[src/rtl/slave_regfile_pkg.sv]
// Shared types and constants for the slave register-file bus target.
package slave_pkg;

  typedef enum logic [1:0] {
    SL_IDLE,
    SL_WAIT,
    SL_RESP
  } slave_state_t;

  localparam logic [1:0] OP_RD  = 2'd0;
  localparam logic [1:0] OP_WR  = 2'd1;
  localparam logic [1:0] OP_BAD = 2'd2;

  localparam int WORD_BYTES = 4;

endpackage

[src/rtl/slave_regfile_reg_array.sv]
// NUM_REGS x DATA_W register bank: synchronous write, combinational read,
// synchronous active-low clear.
module slave_reg_array #(
  parameter int NUM_REGS = 16,
  parameter int DATA_W   = 32
) (
  input  logic                        clk,
  input  logic                        i_clr_n,
  input  logic                        i_we,
  input  logic [$clog2(NUM_REGS)-1:0] i_widx,
  input  logic [DATA_W-1:0]           i_wdata,
  input  logic [$clog2(NUM_REGS)-1:0] i_ridx,
  output logic [DATA_W-1:0]           o_rdata
);

  logic [DATA_W-1:0] r_mem [NUM_REGS];

  // NOTE: the bank must read back zero after reset, so every word is cleared;
  // this keeps it out of RAM macros, which cannot be reset in one cycle.
  always_ff @(posedge clk) begin
    if (!i_clr_n) begin
      for (int i = 0; i < NUM_REGS; i++) begin
        r_mem[i] <= '0;
      end
    end else if (i_we) begin
      r_mem[i_widx] <= i_wdata;
    end
  end

  assign o_rdata = r_mem[i_ridx];

endmodule

[src/rtl/slave_regfile.sv]
// Bus target: decodes master requests onto a register bank with programmable
// wait states and a one-cycle ready pulse. Define SLAVE_REGFILE_ERR_EN to add the err output.
module slave_regfile
  import slave_pkg::*;
#(
  parameter int                ADDR_W      = 16,
  parameter int                DATA_W      = 32,
  parameter int                NUM_REGS    = 16,
  parameter logic [ADDR_W-1:0] BASE_ADDR   = '0,
  parameter int                WAIT_STATES = 1
) (
  input  logic              clk,
  input  logic              reset,
  input  logic              valid,
  input  logic              read,
  input  logic              write,
  input  logic [ADDR_W-1:0] addr,
  input  logic [DATA_W-1:0] write_data,
  output logic              ready,
  output logic [DATA_W-1:0] read_data
`ifdef SLAVE_REGFILE_ERR_EN
  ,
  output logic              err
`endif
);

  localparam int                IDX_W  = $clog2(NUM_REGS);
  localparam int                BYTE_W = $clog2(WORD_BYTES);
  localparam int                CNT_W  = 4;
  localparam logic [ADDR_W-1:0] LIMIT  = ADDR_W'(NUM_REGS);

  slave_state_t      r_state, w_next;
  logic [CNT_W-1:0]  r_cnt;
  logic [1:0]        r_op;
  logic [IDX_W-1:0]  r_idx;
  logic [DATA_W-1:0] r_wdata;
  logic              r_legal;
  logic              r_ready;
  logic [DATA_W-1:0] r_read_data;
  logic              r_err;

  logic [ADDR_W-1:0] w_off, w_word;
  logic [1:0]        w_in_op;
  logic              w_in_legal;
  logic              w_accept, w_resp, w_commit;
  logic [1:0]        w_cur_op;
  logic [IDX_W-1:0]  w_cur_idx;
  logic [DATA_W-1:0] w_cur_wdata;
  logic              w_cur_legal;
  logic [DATA_W-1:0] w_rdata;

  // Decode of the live bus; only meaningful in the cycle a request is accepted.
  assign w_off      = addr - BASE_ADDR;
  assign w_word     = w_off >> BYTE_W;
  assign w_in_op    = (read && write) ? OP_BAD : (read ? OP_RD : OP_WR);
  assign w_in_legal = (addr >= BASE_ADDR) && (w_off[BYTE_W-1:0] == '0) &&
                      (w_word < LIMIT) && (w_in_op != OP_BAD);

  // With zero wait states the response edge is the acceptance edge, so the
  // live request is used there instead of the not-yet-loaded latches.
  assign w_cur_op    = (r_state == SL_IDLE) ? w_in_op             : r_op;
  assign w_cur_idx   = (r_state == SL_IDLE) ? w_word[IDX_W-1:0]   : r_idx;
  assign w_cur_wdata = (r_state == SL_IDLE) ? write_data          : r_wdata;
  assign w_cur_legal = (r_state == SL_IDLE) ? w_in_legal          : r_legal;

  // NOTE: every always_comb output gets a default first so no path infers a latch.
  always_comb begin
    w_next   = r_state;
    w_accept = 1'b0;
    unique case (r_state)
      SL_IDLE: begin
        if (valid && (read || write)) begin
          w_accept = 1'b1;
          w_next   = (WAIT_STATES == 0) ? SL_RESP : SL_WAIT;
        end
      end
      SL_WAIT: begin
        if (!valid) begin
          w_next = SL_IDLE;
        end else if (r_cnt == CNT_W'(1)) begin
          w_next = SL_RESP;
        end
      end
      SL_RESP: w_next = SL_IDLE;
      default: w_next = SL_IDLE;
    endcase
  end

  assign w_resp   = (w_next == SL_RESP);
  assign w_commit = w_resp && (w_cur_op == OP_WR) && w_cur_legal;

  slave_reg_array #(
    .NUM_REGS (NUM_REGS),
    .DATA_W   (DATA_W)
  ) u_regs (
    .clk     (clk),
    .i_clr_n (reset),
    .i_we    (w_commit),
    .i_widx  (w_cur_idx),
    .i_wdata (w_cur_wdata),
    .i_ridx  (w_cur_idx),
    .o_rdata (w_rdata)
  );

  always_ff @(posedge clk) begin
    if (!reset) begin
      r_state     <= SL_IDLE;
      r_cnt       <= '0;
      r_op        <= OP_RD;
      r_idx       <= '0;
      r_wdata     <= '0;
      r_legal     <= 1'b0;
      r_ready     <= 1'b0;
      r_read_data <= '0;
      r_err       <= 1'b0;
    end else begin
      r_state <= w_next;
      r_ready <= w_resp;
      r_err   <= w_resp && !w_cur_legal;
      if (w_accept) begin
        r_op    <= w_in_op;
        r_idx   <= w_word[IDX_W-1:0];
        r_wdata <= write_data;
        r_legal <= w_in_legal;
        r_cnt   <= CNT_W'(WAIT_STATES);
      end else if (r_state == SL_WAIT) begin
        r_cnt <= r_cnt - CNT_W'(1);
      end
      if (w_resp && (w_cur_op == OP_RD)) begin
        r_read_data <= w_cur_legal ? w_rdata : '0;
      end
    end
  end

  assign ready     = r_ready;
  assign read_data = r_read_data;
`ifdef SLAVE_REGFILE_ERR_EN
  assign err = r_err;
`else
  logic w_err_unused;
  assign w_err_unused = r_err;
`endif

endmodule

[config.mk]
export PLATFORM = sky130hd
export DESIGN_NAME = slave_regfile
export DESIGN_NICKNAME = d
export VERILOG_FILES = /design/src/rtl/slave_regfile_pkg.sv /design/src/rtl/slave_regfile_reg_array.sv /design/src/rtl/slave_regfile.sv
export SDC_FILE = /design/constraint.sdc
export NUM_CORES = 1
export LEC_CHECK = 0
export ABC_AREA = 1
export ABC_CLOCK_PERIOD_IN_PS = 6100
export CAP_MARGIN = 25
export CORE_AREA = 8 8 239 356
export CTS_CLUSTER_SIZE = 8
export DETAILED_ROUTE_END_ITERATION = 12
export DIE_AREA = 0 0 247 364
export GPL_TIMING_DRIVEN = 0
export PLACE_DENSITY = 0.58
export RECOVER_POWER = 100
export SYNTH_ARGS = -nofsm -noshare
export SYNTH_HDL_FRONTEND = slang
export SYNTH_SLANG_ARGS = --single-unit
export TNS_END_PERCENT = 100
[constraint.sdc]
create_clock -name clk -period 6.1 [get_ports clk]
set_input_delay 0.915 -clock clk [delete_from_list [all_inputs] [get_ports clk]]
set_output_delay 0.915 -clock clk [all_outputs]
set_load 0.01 [all_outputs]
==> results of run 1 <==
[synth_stat cells (2+ instances only)]
cell      instances  area [um^2]
a21oi_1          34          170
buf_1            17         63.8
buf_2            89          445
clkbuf_1         95          357
dfxtp_1          78         1560
edfxtp_1        512        15400
ha_1              2         25.0
inv_1           414         1550
inv_2            11         41.3
nand2_1        1119         4200
nand3_1          65          325
nor2_1          674         2530
nor2_2            4         25.0
nor3_1            3         15.0
nor3_2            2         20.0
o21ai_0         145          726
o21ai_1          34          170
o21ai_2           3         26.3
[registers in the layout, indices dropped and copies added, names as in the netlist]
register / flops
r_idx: 4
r_cnt: 4
r_state: 2
r_legal: 1
read_data: 32
u_regs.r_mem: 512
ready: 1
r_op: 2
r_wdata: 32
[how the worst max path moves through the flow]
| stage | from | endpoint | slack, ps | depth (start not counted) |
|---|---|---|---|---|
| final | addr[2] | u_regs.r_mem[1][11] | 810 | 11 |
| after global routing | addr[2] | u_regs.r_mem[14][12] | 770 | 9 |
| after CTS | addr[2] | u_regs.r_mem[4][14] | 1620 | 10 |
| after detailed placement | addr[2] | u_regs.r_mem[0][6] | 1000 | 10 |
| after global placement | addr[2] | u_regs.r_mem[4][11] | 430 | 10 |
| after floorplan | addr[11] | u_regs.r_mem[10][0] | 2900 | 10 |
[stage by stage]
step | cell area, um^2 | setup slack (ps) | hold slack, ps
2_1_floorplan | 27700 | 2900 | 453
3_3_place_gp | 29800 | 434 | 455
3_5_place_dp | 30100 | 1000 | 458
4_1_cts | 32400 | 1620 | 466
5_1_grt | 32300 | 774 | 482
6_report | 32300 | 812 | 464
[placed cells by master (no fill, tap or decap), types with 3 or more instances in the layout]
cell type	n
clkbuf_1	191
inv_1	417
buf_12	3
edfxtp_1	512
inv_2	8
buf_8	3
o21ai_2	3
nand2_2	12
dlygate4sd3_1	36
o21ai_1	33
buf_2	52
clkdlybuf4s50_1	49
dfxtp_1	78
nor2_1	676
buf_1	15
clkbuf_16	85
a21oi_1	34
nand3_1	65
o21ai_0	146
nor3_1	5
nand2_1	1107
[cell families after synthesis]
kind of cell / after synthesis / synth area share
buf+inv: 627 / 0.0891
fa+ha+maj: 2 / 0.000903
compound gates: 219 / 0.0402
simple gates: 1871 / 0.258
flops: 590 / 0.611
xor+xnor: 2 / 0.000632
[where the power goes]
group / switching [W] / total (W) / internal, W
registers: 0.0000371 / 0.00454 / 0.00451
clock network: 0.00170 / 0.00427 / 0.00257
logic: 0.00104 / 0.00135 / 0.000308
total: 0.00278 / 0.0102 / 0.00739
[final cells by class]
class / instances / area [um^2]
fill: 8007 / 47300
sequential: 590 / 16900
multi-input combinational: 2094 / 8310
clock buffer: 141 / 2340
inverter: 425 / 1600
tap: 1032 / 1290
timing repair buffer: 94 / 1010
buffer: 202 / 827
clock inverter: 3 / 21.3
[per-layer routing]
metal	routed length, um	part of all wire	vias to the layer above	global-route usage
met5	0	0	-	0
met4	5970	0.064	0	0.121
met3	6320	0.068	246	0.0325
met2	47600	0.51	926	0.374
met1	33000	0.36	10300	0.221
li1	-	-	10600	-
[worst max-delay path, cell delays in order]
cell and delay, ps:
dlygate4sd3_1 600, nand2_1 250, nand2_1 120, clkbuf_1 310, nand2_1 550, clkbuf_1 680
inv_1 290, nand2_1 380, clkbuf_1 550, nand2_1 600, buf_16 350
==> flow_metrics.env, run 1 <==
export IMPL_max_vdd_ir_drop_uv=194
export IMPL_worstPathRequired_ps=6450
export IMPL_rsz0062_at_grt="no"
export IMPL_core_mm2=0.0796
export IMPL_dp_hpwl_um=71000
export IMPL_worstSkewPairLatency_ps=610
export IMPL_port_buffers=85
export IMPL_whs_path_depth=2
export IMPL_crit_fanout=20
export IMPL_period_share=0.867
export IMPL_synth_edf_count=512
export IMPL_antenna_found_initial=0
export IMPL_criticalPathCategory="in -> reg"
export IMPL_grt_pass1_vias=21100
export IMPL_holdPathEnd="read_data[24]"
export IMPL_yosysWarningCount=0
export IMPL_vias=22100
export IMPL_via_per_inst=4.82
export IMPL_finalHoldViolations=0
export IMPL_drive_above_1_share=0.0493
export IMPL_dp_cells=4437
export IMPL_total_power_w=0.0102
export IMPL_ys_types=28
export IMPL_syn_area_mm2=0.0277
export IMPL_finalMaxSlewViolations=0
export IMPL_wl_um=92900
export IMPL_post_cts_buffers=0
export IMPL_cts_tree="done"
export IMPL_grt_remaining_overflow=0
export IMPL_syn_avg_cell_area_um2=8.37
export IMPL_rows=127
export IMPL_setup_violations=0
export IMPL_cp_end_kind="flop"
export IMPL_drc=0
export IMPL_gr_usage_all_layers=0.205
export IMPL_fin_nets=3545
export IMPL_clk_pin_slew_worst_paths_ps=50
export IMPL_r2r_slack_ps=1190
export IMPL_start_kind="primary input"
export IMPL_drt_first_pass_iters=6
export IMPL_grt_max_degree=33
export IMPL_grt_pass1_wl_um=135000
export IMPL_area_delta_synth_final_pct=16.7
export IMPL_clkSinkCount=590
export IMPL_fmaxAchievable_mhz=189
export IMPL_min_from="read_data[24]"
export IMPL_drt_initial_drc_count=1911
export IMPL_synth_seq_area_share=0.611
export IMPL_r2r_end="u_regs.r_mem[1][11]"
export IMPL_status="completed"
export IMPL_p_leak_nw=14.5
export IMPL_async_flop_share=0
export IMPL_cts_buffer_depth=3
export IMPL_r2r_cells=12
export IMPL_post_route_util=0.406
export IMPL_hp_class="reg -> reg"
export IMPL_clock_skew_ps=21.9
export IMPL_synth_seq_cells=590
export IMPL_gp_congestion=1.02
export IMPL_post_cts_resized=0
export IMPL_cts_max_level=3
export IMPL_arrival_ps=5640
export IMPL_cap_violations=0
export IMPL_finalSetupTns_ps=0
export IMPL_diodes=0
export IMPL_numCtsBuffers=83
export IMPL_ios=86
export IMPL_r2r_start="r_state[0]"
export IMPL_die_width_um=247
export IMPL_die_h_um=364
export IMPL_ant_nets=0
export IMPL_dieArea_mm2=0.0899
export IMPL_slew_headroom=0.212
export IMPL_synth_fp_nets=3366
export IMPL_synthFlopType="edfxtp_1"
export IMPL_final_cells=4581
export IMPL_initial_core_util=0.348
export IMPL_min_period_ps=5290
export IMPL_netlist_instances=3311
export IMPL_cts_root_buffer="clkbuf_16"
export IMPL_post_drt_wl_per_cell_um=20.3
export IMPL_power_density_mw_per_mm2=314
export IMPL_ctsHoldBuffers=0
export IMPL_tightest_slew_ps=1180
(Power assumes the default switching activity.)
==> run 2: changes to the inputs <==
- DONT_BUFFER_PORTS: not set -> 1
- PLACE_DENSITY: 0.58 -> not set
- PLACE_DENSITY_LB_ADDON: not set -> 0.1
==> flow_metrics.env, run 2 (synthesis gave the netlist of run 1 again) <==
export IMPL_status="completed"
export IMPL_ctsHoldBuffers=0
export IMPL_layout_common_cells="nand2_1 (1106), nor2_1 (674), edfxtp_1 (512), inv_1 (418), clkbuf_1 (171)"
export IMPL_dp_worst_setup_slack_ps=1590
export IMPL_numCtsBuffers=83
export IMPL_finalMaxSlewViolations=0
export IMPL_p_leak_nw=14.0
export IMPL_start_kind="flop"
export IMPL_grt_remaining_overflow=0
export IMPL_pwr_share_comb=0.132
export IMPL_post_drt_wl_per_cell_um=22.4
export IMPL_period_share=0.854
export IMPL_drt_initial_drc_count=1993
export IMPL_fmaxAchievable_mhz=192
export IMPL_wl_met3_um=5490
export IMPL_rsz0062_at_grt="no"
export IMPL_clkSinkCount=590
export IMPL_min_period_ps=5210
export IMPL_gp_congestion=0.921
export IMPL_ios=86
export IMPL_core_mm2=0.0796
export IMPL_clock_skew_ps=20.0
export IMPL_fin_nets=3457
export IMPL_die_width_um=247
export IMPL_setup_violations=0
export IMPL_netSwitchingFraction=0.278
export IMPL_slew_headroom=0.238
export IMPL_cts_root_buffer="clkbuf_16"
export IMPL_power_density_mw_per_mm2=322
export IMPL_wl_met1_um=38700
export IMPL_power_frac_clock=0.418
export IMPL_antenna_found_initial=0
export IMPL_tightest_slew_ps=1140
export IMPL_drt_first_pass_iters=5
export IMPL_layout_setup_ws_ps=888
export IMPL_total_power_w=0.0101
export IMPL_hp_class="in -> reg"
export IMPL_vias=21500
export IMPL_nFillCells=8158
export IMPL_largest_reg_flops=512
export IMPL_diodes=0
export IMPL_grt_pass1_wl_um=144000
export IMPL_finalSetupTns_ps=0
export IMPL_power_switching_w=0.00281
export IMPL_grt_pass1_vias=21100
export IMPL_wl_met2_um=52400
export IMPL_area_delta_synth_final_pct=13.1
export IMPL_wl_um=100000
export IMPL_final_common_cell="nand2_1"
export IMPL_dieArea_mm2=0.0899
export IMPL_dp_hpwl_um=77000
export IMPL_final_cells=4467
export IMPL_criticalPathCategory="reg -> reg"
export IMPL_port_buffers=0
export IMPL_routed_top_layer="met4"
export IMPL_cts_buffer_depth=3
export IMPL_drc=0
export IMPL_finalHoldViolations=0
export IMPL_gr_usage_all_layers=0.221
export IMPL_clk_pin_slew_worst_paths_ps=50
export IMPL_die_h_um=364
export IMPL_grt_max_degree=33
export IMPL_whs_path_depth=1
export IMPL_post_cts_resized=0
export IMPL_crit_fanout=32
export IMPL_via_per_inst=4.82
export IMPL_drive_above_1_share=0.0486
export IMPL_worstSkewPairLatency_ps=640
export IMPL_p_seq_frac=0.450
export IMPL_cts_max_level=3
export IMPL_max_vdd_ir_drop_uv=233
export IMPL_cap_violations=0
export IMPL_intPower_w=0.00729
export IMPL_cp_end_kind="flop"
export IMPL_rows=127
export IMPL_initial_core_util=0.348
export IMPL_ant_nets=0
export IMPL_r2r_cells=10
export IMPL_cts_tree="done"
export IMPL_largest_register="u_regs.r_mem"
export IMPL_arrival_ps=5350
export IMPL_dp_cells=4349
export IMPL_worstPathRequired_ps=6240
export IMPL_r2r_slack_ps=890
export IMPL_post_cts_buffers=0
## run 2: layer usage
metal,vias up,GRT usage
li1,10400,-
met1,10300,0.260
met2,700,0.406
met3,151,0.0278
met4,0,0.0799
met5,-,0
## run 2: final cells by class
type | count | area [um^2] | area share
inverter | 425 | 1600 | 0.0509
buffer | 202 | 817 | 0.0261
timing repair buffer | 6 | 106 | 0.00339
clock buffer | 116 | 2240 | 0.0716
tap | 1032 | 1290 | 0.0412
multi-input combinational | 2094 | 8320 | 0.266
sequential | 590 | 16900 | 0.541
clock inverter | 2 | 17.5 | 0.000559
## run 2: critical path, stage by stage, from the launching register on
cell      delay, ps
dfxtp_1         350
clkinv_1         60
nand2_1         190
nand2_1         280
nand2_1         270
clkbuf_1        590
clkbuf_1        910
nor2_1          340
nand2_1         280
clkbuf_1        630
nand2_2         750
## run 2: worst paths after layout
path,start,end
worst min register to register,r_wdata[22],r_wdata[22]
worst max-delay path,r_state[0],u_regs.r_mem[10][6]
worst max register to register,r_state[0],u_regs.r_mem[10][6]
worst min-delay path,read,r_op[0]
## run 2: power groups by stage
| stage | Sequential (W) | Combinational, W | Clock [W] |
|---|---|---|---|
| 6_report | 0.00455 | 0.00133 | 0.00423 |
| 5_1_grt | 0.00456 | 0.00145 | 0.00443 |
| 4_1_cts | 0.00455 | 0.00133 | 0.00430 |
| 3_5_place_dp | 0.00463 | 0.00132 | 0 |
| 3_3_place_gp | 0.00463 | 0.00131 | 0 |
| 2_1_floorplan | 0.00461 | 0.000759 | 0 |
## run 2: metrics by stage
stage / instance area [um^2] / hold slack (ps) / utilization
after floorplan: 27700 / 453 / -
after global placement: 29000 / 463 / 0.364
after detailed placement: 29100 / 471 / 0.366
after CTS: 31400 / 383 / 0.395
after global routing: 31300 / 409 / 0.393
final: 31300 / 417 / 0.393
